**config.mk**
```make
export PLATFORM = sky130hd
export DESIGN_NAME = instr_prefetch_reg
export DESIGN_NICKNAME = d
export VERILOG_FILES = /design/src/rtl/instr_prefetch_reg.sv
export SDC_FILE = /design/constraint.sdc
export NUM_CORES = 1
export LEC_CHECK = 0
export ABC_AREA = 1
export ABC_CLOCK_PERIOD_IN_PS = 3200
export CAP_MARGIN = 15
export CORE_MARGIN = 2
export CORE_UTILIZATION = 45
export DETAILED_ROUTE_END_ITERATION = 16
export PLACE_DENSITY = 0.66
export REMOVE_ABC_BUFFERS = 1
export SETUP_SLACK_MARGIN = 0.3
export SYNTH_ARGS = -nofsm -noshare
export SYNTH_HDL_FRONTEND = slang
export SYNTH_SLANG_ARGS = --single-unit
```
**constraint.sdc**
```tcl
create_clock -name clk -period 3.2 [get_ports clk]
set_clock_uncertainty 0.1 [all_clocks]
set_input_delay 0.48 -clock clk [delete_from_list [all_inputs] [get_ports clk]]
set_output_delay 0.48 -clock clk [all_outputs]
set_load 0.005 [all_outputs]
```
**src/rtl/instr_prefetch_reg.sv**
```systemverilog
// Instruction register fronted by a DEPTH-entry circular prefetch queue.
// The IR refills from the queue head, or directly from memory when the queue is empty.
module instr_prefetch_reg #(
  parameter int DATA_W = 8,
  parameter int OP_W   = 3,
  parameter int ADDR_W = 5,
  parameter int DEPTH  = 4
) (
  input  logic                       clk,
  input  logic                       rst,
  input  logic [DATA_W-1:0]          mdata_in,
  input  logic                       mdata_valid,
  output logic                       fetch_ready,
  input  logic                       ir_advance,
  input  logic                       flush,
  output logic                       ir_valid,
  output logic [OP_W-1:0]            op_out,
  output logic [ADDR_W-1:0]          ir_addr,
  output logic [$clog2(DEPTH+1)-1:0] level,
  output logic                       overflow_err
);

  localparam int LVL_W = $clog2(DEPTH + 1);
  localparam int PTR_W = $clog2(DEPTH);
  localparam logic [LVL_W-1:0] FULL = LVL_W'(DEPTH);

  if (DATA_W != OP_W + ADDR_W) begin : g_width_check
    $error("instr_prefetch_reg: DATA_W must equal OP_W + ADDR_W");
  end
  if ((DEPTH < 2) || ((DEPTH & (DEPTH - 1)) != 0)) begin : g_depth_check
    $error("instr_prefetch_reg: DEPTH must be a power of two and at least 2");
  end

  logic [DATA_W-1:0] mem [DEPTH];
  logic [PTR_W-1:0]  rd_ptr;
  logic [PTR_W-1:0]  wr_ptr;
  logic [DATA_W-1:0] head_word;
  logic              wr_acc;
  logic              ir_free;
  logic              pop;
  logic              bypass;
  logic              push;
  logic [LVL_W-1:0]  level_nxt;

  assign fetch_ready = (level < FULL);
  assign head_word   = mem[rd_ptr];

  // An empty queue with a free IR lets the incoming word skip the queue entirely.
  always_comb begin
    wr_acc    = mdata_valid && fetch_ready;
    ir_free   = !ir_valid || ir_advance;
    pop       = ir_free && (level != '0);
    bypass    = ir_free && (level == '0) && wr_acc;
    push      = wr_acc && !bypass;
    level_nxt = level;
    if (push && !pop) begin
      level_nxt = level + LVL_W'(1);
    end else if (!push && pop) begin
      level_nxt = level - LVL_W'(1);
    end
  end

  always_ff @(posedge clk) begin
    if (push && !flush) begin
      mem[wr_ptr] <= mdata_in;
    end
  end

  always_ff @(posedge clk or negedge rst) begin
    if (!rst) begin
      ir_valid     <= 1'b0;
      op_out       <= '0;
      ir_addr      <= '0;
      level        <= '0;
      rd_ptr       <= '0;
      wr_ptr       <= '0;
      overflow_err <= 1'b0;
    end else if (flush) begin
      ir_valid <= 1'b0;
      level    <= '0;
      rd_ptr   <= '0;
      wr_ptr   <= '0;
    end else begin
      if (mdata_valid && !fetch_ready) begin
        overflow_err <= 1'b1;
      end
      if (ir_free) begin
        if (pop) begin
          op_out   <= head_word[DATA_W-1 -: OP_W];
          ir_addr  <= head_word[ADDR_W-1:0];
          ir_valid <= 1'b1;
        end else if (wr_acc) begin
          op_out   <= mdata_in[DATA_W-1 -: OP_W];
          ir_addr  <= mdata_in[ADDR_W-1:0];
          ir_valid <= 1'b1;
        end else begin
          ir_valid <= 1'b0;
        end
      end
      if (pop) begin
        rd_ptr <= rd_ptr + PTR_W'(1);
      end
      if (push) begin
        wr_ptr <= wr_ptr + PTR_W'(1);
      end
      level <= level_nxt;
    end
  end

endmodule

```
## After elaboration in Yosys (flattened, before gate mapping)

Memory sizes are Yosys's and may differ from the RTL's.
Index checks and enable logic that the tools add are counted.

- Register bits after elaboration: 17
- Bits in writable memories: 32
- Input bits: 13
- Output and inout port bits: 14
- Memories: 1

- $add $sub $neg: 4
- $lt $le $gt $ge: 1
- Muxes and demuxes: 17
- Bitwise operators: 1
- Reductions and logical operators: 25

Memory list:

| name | depth | bits a word | read ports | clocked after memory_dff | wr ports | RTL line | source |
|---|---|---|---|---|---|---|---|
| mem | 4 | 8 | 1 | 0 | 1 | 34 | `logic [DATA_W-1:0] mem [DEPTH];` |

Operator list:

| kind | number |
|---|---|
| two-way mux 3 bit | 5 |
| two-way mux 5 bit | 2 |
| logical AND 1 bit | 9 |
| two-way mux 2 bit | 4 |
| nonzero test 2 bit | 4 |
| zero test 1 bit | 6 |
| two-way mux 1 bit | 6 |
| nonzero test 3 bit | 2 |
| adder 2 x 1 -> 2 bit (second input constant) | 2 |
| adder 3 x 1 -> 3 bit (second input constant) | 1 |
| zero test 3 bit | 1 |
| less-than comparator 3 bit (second input constant) | 1 |
| AND reduction 3 bit | 1 |
| subtractor 3 x 1 -> 3 bit (second input constant) | 1 |
| AND reduction 2 bit | 1 |
| logical OR 1 bit | 1 |
| inverter 1 bit | 1 |

## Depth between registers and ports, before layout

Gate-level depths: netlist of the first run.

- Depth after elaboration: 11
- Depth in mapped cells: 9

## Worst setup path after synthesis of the first run

OpenSTA, ideal clock, no wires.

- Path type: input-to-reg
- Start point: in ir_advance
- End point: mem mem[0][0], enable pin
- Setup time: 0.371 ns
- Data arrival time: 1.352 ns
- Data required time: 2.729 ns
- Path slack: 1.377 ns
- Stages on the path: 5
- Cells stage by stage: nor2_1 -> o21ai_2 -> nor2_1 -> inv_2 -> nor2_1

- Longest elaborated chain between the ends: 8

Ends and longest elaborated chain:

| item | RTL line | source |
|---|---|---|
| from (decl) | 14 | `input logic ir_advance,` |
| logical OR 1 bit | 51 | `ir_free = !ir_valid \|\| ir_advance;` |
| logical AND 1 bit (2 in a row) | 53 | `bypass = ir_free && (level == '0) && wr_acc;` |
| zero test 1 bit | 54 | `push = wr_acc && !bypass;` |
| logical AND 1 bit | 54 |  |
| logical AND 1 bit | 64 | `if (push && !flush) begin` |
| two-way mux 1 bit | 64 |  |
| two-way mux 1 bit (not written as such) | 65 | `mem[wr_ptr] <= mdata_in;` |
| to (decl) | 34 |  |

No other way between the ends.

## Worst setup path in the final report of the first run

- Start point: in mdata_valid
- End point: mem mem[1][7], enable pin

- Longest elaborated chain between the ends: 7

Ends and longest elaborated chain:

| item | RTL line | source |
|---|---|---|
| from (decl) | 12 | `input logic mdata_valid,` |
| logical AND 1 bit (*) | 50 | `wr_acc = mdata_valid && fetch_ready;` |
| logical AND 1 bit | 53 |  |
| zero test 1 bit | 54 |  |
| logical AND 1 bit (*) | 54 |  |
| logical AND 1 bit (*) | 64 |  |
| two-way mux 1 bit (*) | 64 |  |
| two-way mux 1 bit (not written as such) (*) | 65 |  |

Every way passes the cells marked *; elsewhere a longest branch is shown, timed or not.

==> results.tsv, run 1 <==
stage	metric	value	unit
outcome	outcome	completed	
job	cap_violations	0	
cells_and_area	register_area	1390	um2
routing	first_pass_iters	4	
clocking	cts.sinks	49	
clocking	cts_tree	done	
cells_and_area	multi_input_area	701	um2
synth	synth_area	2220	um2
grt	grt_pass1_wl	6.71	mm
clocking	numCtsBuffers	5	
pwr	powerDensity	769	nW/um2
pwr	ir_drop	385	uV
critical_path	cp_max_fo	8	
grt	grt_usage	17.0	%
timing	setup_viol	0	
routing	wirelength	4.26	mm
timing	drv_slew	0	
routing	post-route-drc-count	0	
routing	routedWlPerCell	13.5	um
critical_path	cp.required	3.03	ns
synth	yosysWarnings	0	
cells_and_area	area_growth	16.9	%
floorplan	fp-row-count	25	
synth	netlist_instances	221	
clocking	cts.clk_slew.worst_paths	0.08	ns
timing	post-route-period-util	70.3	%
synth	yosysUniqueCellTypes	24	
clocking	cts-resized-gates	0	
critical_path	end_kind	flop	
placement	post-place-cells	308	
timing	worstMarginPinSlew	0.759	ns
clocking	holdBufCountCts	0	
routing	ant_nets	0	
critical_path	worstSetupStartpoint	mdata_valid	
placement	io_buffers	26	
cells_and_area	drive_gt1_share	9.24	%
grt	grt_max_degree	21	
timing	relSlewSlack	49.3	%
routing	post_drt_via_cell_ratio	4.72	
floorplan	die_w	74.2	um
floorplan	initial_core_util	46.7	%
timing	rsz0062_at_grt	no	
critical_path	start_kind	input port	
clocking	clk_latency	0.30	ns
grt	grt-ovfl-total	0	
timing	hold_viol	0	
clocking	cts_setup_buffers	0	
floorplan	fp.dieH	74.2	um
timing	fin_crit	2.25	ns
clocking	htree_levels	2	
timing	fmax	444	MHz
timing	fin_setup_tns	0	ns
floorplan	core_area	4750	um2
critical_path	cp.arrival	2.08	ns
routing	dr_total_vias	1492	
grt	grt_pass1_vias	1389	
pwr	p_leak	1.08	nW
grt	antenna_found_initial	0	
cells_and_area	final_net_count	266	
floorplan	dieArea	5510	um2
clocking	clockRootBuffer	clkbuf_8	
hold_path	hp-start	op_out[0]$_DFFE_PN0P_	
critical_path	rr_startpoint	level[2]$_DFFE_PN0P_	
clocking	clock_path_buffers	2	
hold_path	min_path_type	reg -> reg	
placement	gp_congestion	0.860	
synth	yosys_register_bits	49	
placement	dp_hpwl	3.08	mm
critical_path	worstSetupPathType	in -> reg	
floorplan	ioPinCount	27	
cells_and_area	fin_cells	316	
synth	ys_seq_area_share	62.5	%
synth	syn-mean-instance-area	10.0	um2
cells_and_area	diodes	0	
routing	initialDrtViolationCount	139	
cells_and_area	fillers	450	
[path summary, 6_finish.rpt]
check / to / slack, ns / depth (start not counted)
min: op_out[0]$_DFFE_PN0P_ / 0.38 / 2
min reg2reg: op_out[0]$_DFFE_PN0P_ / 0.38 / 2
max reg2reg: mem[1][7]$_DFFE_PP_ / 1.22 / 6
min in group asynchronous: level[1]$_DFFE_PN0P_ / 0.53 / 1
max: mem[1][7]$_DFFE_PP_ / 0.95 / 7
max in group asynchronous: ir_addr[3]$_DFFE_PN0P_ / 2.00 / 1
[per-layer routing]
layer	GRT usage (%)	wire (um)
met1	23.3	1940
met2	25.8	2060
met3	4.47	203
met4	7.14	50
met5	0	0
[sequential cells by signal, summed over array words and instances, names as in the netlist]
register,cells
ir_valid,1
ir_addr,5
overflow_err,1
wr_ptr,2
mem,32
rd_ptr,2
level,3
op_out,3
[cell families (layout without fill, tap and decap cells)]
logic type                 count (synthesis)  count (layout)  synth area share, %
DFF                                       49              49                 62.5
AOI/OAI and AO/OA                         19              19                 4.90
adders and majority gates                  5               5                 3.16
buffers and inverters                     26              54                 5.98
and+or+nand+nor                          122             122                 23.5
[per-stage QoR]
| stage | setup WS (ns) | power [mW] | area [um2] | hold WS (ns) | util, % |
|---|---|---|---|---|---|
| global placement | 0.643 | 1.67 | 2510 | 0.362 | 52.8 |
| CTS | 0.947 | 2.02 | 2590 | 0.390 | 54.6 |
| global route | 0.795 | 2.15 | 2590 | 0.418 | 54.6 |
| finish | 0.949 | 2.00 | 2590 | 0.384 | 54.6 |
| floorplan | 1.38 | 1.36 | 2160 | 0.0844 | - |
| detailed placement | 0.631 | 1.67 | 2510 | 0.368 | 52.8 |
[cells in the mapped netlist]
library cell,n,area [um2]
o21ai_2,2,17.5
nand4_1,1,6.26
edfxtp_1,32,961
ha_1,4,50.1
o21ai_1,10,50.1
nand3_4,1,17.5
inv_4,1,6.26
a31o_2,1,8.76
buf_6,3,33.8
buf_4,2,15.0
nand2_1,84,315
inv_1,13,48.8
inv_2,5,18.8
fa_1,1,20.0
o21bai_1,1,7.51
nand3_1,20,100
nand2_4,2,22.5
nor2_2,2,12.5
a21oi_1,1,5.00
nand2_2,1,6.26
dfrtp_1,17,425
o21ai_0,4,20.0
buf_2,2,10.0
nor2_1,11,41.3
[cells in the final DEF, fill, tap and decap left out, types with 4 or more instances in the layout]
master           count
clkdlybuf4s50_1     26
o21ai_0              4
inv_1               13
nor2_1              11
o21ai_1             10
nand3_1             20
dfrtp_1             17
nand2_1             84
clkbuf_8             5
edfxtp_1            32
ha_1                 4
inv_2                5
[power breakdown]
part           internal, mW  leakage, nW  switching (mW)
clock                 0.152       0.0450           0.195
combinational         0.330        0.536           0.432
sequential            0.790        0.502          0.0966
total                  1.27         1.08           0.723
[worst max-delay path: stages]
cell             delay [ns]
clkdlybuf4s50_1        0.51
inv_1                  0.08
nor2_1                 0.15
o21ai_2                0.08
nor2_1                 0.18
inv_2                  0.08
nor2_1                 0.52
[area by class of cell]
type | instances | share of cell area, %
Timing Repair Buffer | 27 | 10.3
Multi-Input combinational cell | 146 | 27.0
Clock buffer | 6 | 2.80
Clock inverter | 2 | 0.386
Sequential cell | 49 | 53.4
Inverter | 19 | 2.84
Tap cell | 67 | 3.23
No activity file was read; power rests on OpenSTA's default activity.
==> run 2, diff against run 1 <==
--- a/config.mk
+++ b/config.mk
@@ -6,7 +6,7 @@
 export NUM_CORES = 1
 export LEC_CHECK = 0
 export ABC_AREA = 1
-export ABC_CLOCK_PERIOD_IN_PS = 3200
+export ABC_CLOCK_PERIOD_IN_PS = 2330
 export CAP_MARGIN = 15
 export CORE_MARGIN = 2
 export CORE_UTILIZATION = 45
==> constraint.sdc (replaced) <==
create_clock -name clk -period 2.33 [get_ports clk]
set_clock_uncertainty 0.1 [all_clocks]
set_input_delay 0.3495 -clock clk [delete_from_list [all_inputs] [get_ports clk]]
set_output_delay 0.3495 -clock clk [all_outputs]
set_load 0.005 [all_outputs]
==> run 2 against run 1 <==
Compared with the run above:
- total power rose by 41%
- hold slack lost 0.13 ns
- sequential share of layout area is 1.3 points lower
==> results.tsv, run 2 (synthesis gave the netlist of run 1 again) <==
stage	metric	value	unit
outcome	outcome	completed	
routing	initialDrtViolationCount	121	
pwr	power.net_switching	0.982	mW
timing	relSlewSlack	76.7	%
cells_and_area	final_net_count	272	
routing	ant_nets	0	
timing	hold_viol	0	
floorplan	die_w	74.2	um
floorplan	core_area	4750	um2
grt	grt_pass1_vias	1403	
critical_path	crit_family	buffers and inverters	
critical_path	end_kind	primary output	
grt	grt-ovfl-total	0	
timing	whs	0.258	ns
cells_and_area	layout_commonest_cell	nand2_1	
critical_path	critPathSlowestCell	clkdlybuf4s50_1	
timing	fin_crit	1.83	ns
clocking	clock_path_buffers	2	
pwr	switching_share	35.0	%
clocking	cts_setup_buffers	0	
placement	pre_cts_ws	0.214	ns
critical_path	cp_max_fo	6	
cells_and_area	diodes	0	
floorplan	dieArea	5510	um2
pwr	finalPower	2.81	mW
grt	grt_max_degree	21	
pwr	pwr-share-seq	42.6	%
grt	antenna_found_initial	0	
hold_path	min_path_type	in -> async	
critical_path	reg2reg_depth	7	
cells_and_area	reg_top3	mem (32), ir_addr (5)	
clocking	holdBufCountCts	0	
cells_and_area	area_growth	19.8	%
routing	post-route-drc-count	0	
clocking	cts_tree	done	
timing	rsz0062_at_grt	no	
critical_path	start_kind	flop	
cells_and_area	final_cell_mix	nand2_1 (84), edfxtp_1 (32), clkdlybuf4s50_1 (26)	
timing	setup_viol	0	
clocking	htree_levels	2	
routing	routedWlPerCell	13.2	um
pwr	ir_drop	512	uV
critical_path	path_depth	2	
grt	grt_usage	17.5	%
grt	grt_pass1_wl	6.91	mm
clocking	cts.clk_slew.worst_paths	0.09	ns
pwr	p_int	1.83	mW
clocking	cts.sinks	49	
clocking	numCtsBuffers	5	
pwr	powerDensity	1060	nW/um2
placement	dp_hpwl	3.10	mm
timing	drv_slew	0	
cells_and_area	largest_register	mem	
routing	dr_total_vias	1518	
floorplan	fp-row-count	25	
clocking	cts-resized-gates	0	
cells_and_area	drive_gt1_share	11.4	%
critical_path	cp.required	1.88	ns
critical_path	slowest_delay	0.51	ns
clocking	clk_latency	0.29	ns
placement	io_buffers	26	
routing	post_drt_via_cell_ratio	4.71	
clocking	clockRootBuffer	clkbuf_8	
floorplan	ioPinCount	27	
floorplan	initial_core_util	46.7	%
routing	wirelength	4.24	mm
critical_path	crit_buf_inv	2	
critical_path	crit_path_cell_trace	inv_2 > clkdlybuf4s50_1	
timing	post-route-period-util	78.5	%
timing	finalWorstSetupSlack	0.501	ns
pwr	p_comb_share	38.3	%
placement	gp_congestion	0.875	
timing	fmax	547	MHz
pwr	p_leak	1.12	nW
timing	worstMarginPinSlew	0.349	ns
routing	first_pass_iters	4	
pwr	clkPwrFrac	19.1	%
critical_path	worstSetupPathType	reg -> out	
timing	fin_setup_tns	0	ns
job	cap_violations	0	
floorplan	fp.dieH	74.2	um
critical_path	cp.arrival	1.38	ns
cells_and_area	largest_register_ffs	32	
==> run 2: changes by cell type in the layout (fill, tap and decap cells not counted), sizes merged <==
| cell | delta |
|---|---|
| clkinv | -1 |
| clkbuf | +1 |
| buf | +6 |
==> run 2: worst register-to-register path: stages, from the launching register on <==
cell     delay [ns]
dfrtp_1        0.45
inv_2          0.10
nand3_4        0.13
o21ai_2        0.07
nor2_1         0.19
inv_2          0.08
nor2_1         0.09
buf_4          0.18
==> run 2: metal layers <==
metal  track usage, %  wire [um]
met1             24.5       1930
met2             27.6       2010
met3             3.66        267
met4             5.95         29
met5                0          0
==> run 2: area by class of cell <==
type	count	area (um2)
timing repair buffer	33	313
fill	423	2090
tap	67	83.8
sequential	49	1390
multi-input combinational	146	701
inverter	19	73.8
clock inverter	1	5.00
clock buffer	7	97.6
==> run 2: worst paths after layout <==
kind	slack (ns)	end	from
min in group clk	0.38	overflow_err$_DFFE_PN0P_	overflow_err$_DFFE_PN0P_
max reg2reg	0.66	mem[3][4]$_DFFE_PP_	level[2]$_DFFE_PN0P_
min	0.26	ir_addr[1]$_DFFE_PN0P_	rst
max	0.50	fetch_ready	level[2]$_DFFE_PN0P_
min reg2reg	0.38	overflow_err$_DFFE_PN0P_	overflow_err$_DFFE_PN0P_
max in group asynchronous	1.68	level[1]$_DFFE_PN0P_	rst
==> run 2: power by group through the flow <==
stage | clock network, mW | registers [mW] | logic [mW]
4_1_cts | 0.556 | 1.20 | 1.10
6_report | 0.537 | 1.20 | 1.08
3_5_place_dp | 0 | 1.21 | 1.09
3_3_place_gp | 0 | 1.21 | 1.09
5_1_grt | 0.578 | 1.22 | 1.25
2_1_floorplan | 0 | 1.22 | 0.646
==> run 2: metrics by stage <==
step                      cells  instance area (um2)  utilization (%)
after global routing        322                 2660             55.9
final                       322                 2660             55.9
after CTS                   322                 2660             55.9
after global placement      314                 2560             53.8
after floorplan             214                 2160                -
after detailed placement    314                 2560             53.8
==> run 3, diff against run 2 <==
--- a/config.mk
+++ b/config.mk
@@ -6,7 +6,7 @@
 export NUM_CORES = 1
 export LEC_CHECK = 0
 export ABC_AREA = 1
-export ABC_CLOCK_PERIOD_IN_PS = 2330
+export ABC_CLOCK_PERIOD_IN_PS = 1700
 export CAP_MARGIN = 15
 export CORE_MARGIN = 2
 export CORE_UTILIZATION = 45
==> constraint.sdc (replaced) <==
create_clock -name clk -period 1.7 [get_ports clk]
set_clock_uncertainty 0.1 [all_clocks]
set_input_delay 0.255 -clock clk [delete_from_list [all_inputs] [get_ports clk]]
set_output_delay 0.255 -clock clk [all_outputs]
set_load 0.005 [all_outputs]
==> run 3 against run 2 <==
Compared with the run above:
- die area unchanged
- design area up 11%
- via count grew 9.4%
- core utilization rose by 6.1 points
- critical path type is now reg -> reg
- clock-buffer cell count decreased by 1
- sequential cell count stayed put
- sequential share of layout area shrank 5.1 points
==> results.tsv, run 3 (synthesis gave the netlist of run 1 again) <==
stage	metric	value	unit
cells_and_area	fillers	397	
floorplan	fp.dieH	74.2	um
routing	wirelength	5.00	mm
hold_path	min_path_type	in -> async	
cells_and_area	fin_cells	342	
critical_path	cp.arrival	1.53	ns
critical_path	reg2reg_depth	7	
job	cap_violations	0	
routing	dr_total_vias	1660	
clocking	clock_path_buffers	2	
timing	fin_crit	1.57	ns
routing	post-route-drc-count	0	
cells_and_area	largest_register_ffs	32	
cells_and_area	largest_register	mem	
timing	drv_slew	0	
floorplan	fp-row-count	25	
floorplan	dieArea	5510	um2
routing	initialDrtViolationCount	149	
grt	grt_pass1_wl	7.54	mm
pwr	ir_drop	780	uV
cells_and_area	area_growth	32.9	%
grt	grt_usage	18.8	%
cells_and_area	layout_commonest_cell	nand2_1	
timing	setup_viol	0	
critical_path	r2r-end	mem[1][6]$_DFFE_PP_	
timing	whs	0.172	ns
timing	rsz0062_at_grt	yes	
critical_path	cp_max_fo	8	
cells_and_area	drive_gt1_share	28.4	%
placement	io_buffers	26	
cells_and_area	final_cell_mix	nand2_1 (71), edfxtp_1 (32), nand3_1 (20)	
grt	grt_pass1_vias	1556	
routing	ant_nets	0	
cells_and_area	reg_top3	mem (32), ir_addr (5)	
clocking	cts.clk_slew.worst_paths	0.09	ns
clocking	clockRootBuffer	clkbuf_8	
cells_and_area	multi_input_area	821	um2
clocking	htree_levels	2	
critical_path	rrSetupSlack	0.13	ns
timing	hold_viol	0	
pwr	powerDensity	1470	nW/um2
clocking	numCtsBuffers	5	
placement	gp_congestion	0.887	
timing	relSlewSlack	81.8	%
floorplan	die_w	74.2	um
floorplan	core_area	4750	um2
pwr	p_leak	1.28	nW
grt	antenna_found_initial	0	
routing	first_pass_iters	4	
cells_and_area	final_net_count	292	
critical_path	cp.required	1.65	ns
floorplan	initial_core_util	46.7	%
timing	post-route-period-util	92.6	%
cells_and_area	fin_util	62.0	%
critical_path	end_kind	flop	
cells_and_area	register_area	1390	um2
critical_path	start_kind	flop	
outcome	outcome	completed	
critical_path	rr_startpoint	level[2]$_DFFE_PN0P_	
clocking	holdBufCountCts	0	
critical_path	worstSetupPathType	reg -> reg	
clocking	cts_tree	done	
timing	worstMarginPinSlew	0.272	ns
placement	post-place-cells	320	
grt	grt-ovfl-total	0	
cells_and_area	diodes	0	
grt	grt_max_degree	21	
routing	post_drt_via_cell_ratio	4.85	
pwr	finalPower	4.35	mW
placement	dp_hpwl	3.16	mm
clocking	clk_latency	0.30	ns
timing	fmax	635	MHz
routing	routedWlPerCell	14.6	um
floorplan	ioPinCount	27	
clocking	cts.sinks	49	
[run 3: cell types whose count changed in the layout (fill, tap and decap cells not counted), moves of 6 or more]
cell,previous run,this run
clkdlybuf4s50_1,26,10
dlygate4sd2_1,0,13
nand2_1,84,71
buf_4,7,19
nand2_2,1,13
nor2_1,11,3
buf_6,0,6
[run 3: worst max path at each step]
stage	start	endpoint	slack (ns)	cells past startpoint
after global routing	level[2]$_DFFE_PN0P_	mem[2][5]$_DFFE_PP_	0.06	6
after detailed placement	mdata_valid	mem[0][5]$_DFFE_PP_	-0.27	8
after global placement	mdata_valid	mem[0][0]$_DFFE_PP_	-0.25	8
after CTS	level[2]$_DFFE_PN0P_	level[1]$_DFFE_PN0P_	0.15	7
after floorplan	level[2]$_DFFE_PN0P_	mem[0][0]$_DFFE_PP_	-0.05	6
final	level[2]$_DFFE_PN0P_	mem[1][6]$_DFFE_PP_	0.13	7
[run 3: timing repair]
action	CTS	global route
endpoints found under the hold margin	0	0
gates cloned	0	1
pin swaps	3	18
setup endpoints to repair	48	49
setup buffers	9	4
gates resized for setup	28	41
[run 3: worst max-delay path: stages, from the launching register on]
cell and delay, ns:
dfrtp_2 0.47, inv_4 0.11, nand3_4 0.11, o21ai_4 0.18, nor2_4 0.06, inv_2 0.10, nor2_1 0.05, buf_4 0.16
[run 3: stage by stage]
stage | setup slack [ns] | TNS (ns) | instance area, um2
after global routing | 0.0592 | 0 | 2950
final | 0.126 | 0 | 2950
after detailed placement | -0.270 | -8.71 | 2600
after CTS | 0.154 | 0 | 2780
after global placement | -0.252 | -7.83 | 2600
after floorplan | -0.0503 | -1.61 | 2160
[run 3: final cells by class]
| cell class | instances | share of cell area, % |
|---|---|---|
| inverters | 19 | 2.84 |
| well taps | 67 | 2.84 |
| repair buffers | 52 | 15.8 |
| clock buffers | 6 | 2.46 |
| flip-flops and latches | 49 | 47.1 |
| clock inverters | 2 | 1.15 |
| multi-input cells | 147 | 27.8 |
[run 3: power by group]
| group | switching, mW | internal [mW] |
|---|---|---|
| Clock | 0.357 | 0.434 |
| Combinational | 1.12 | 0.816 |
| Sequential | 0.132 | 1.49 |
[run 3: metal layers]
layer	track usage [%]	part of all wire, %	wire (um)
met1	26.0	42	2120
met2	30.2	50	2490
met3	3.25	6.5	323
met4	6.75	1.1	57
met5	0	0	0
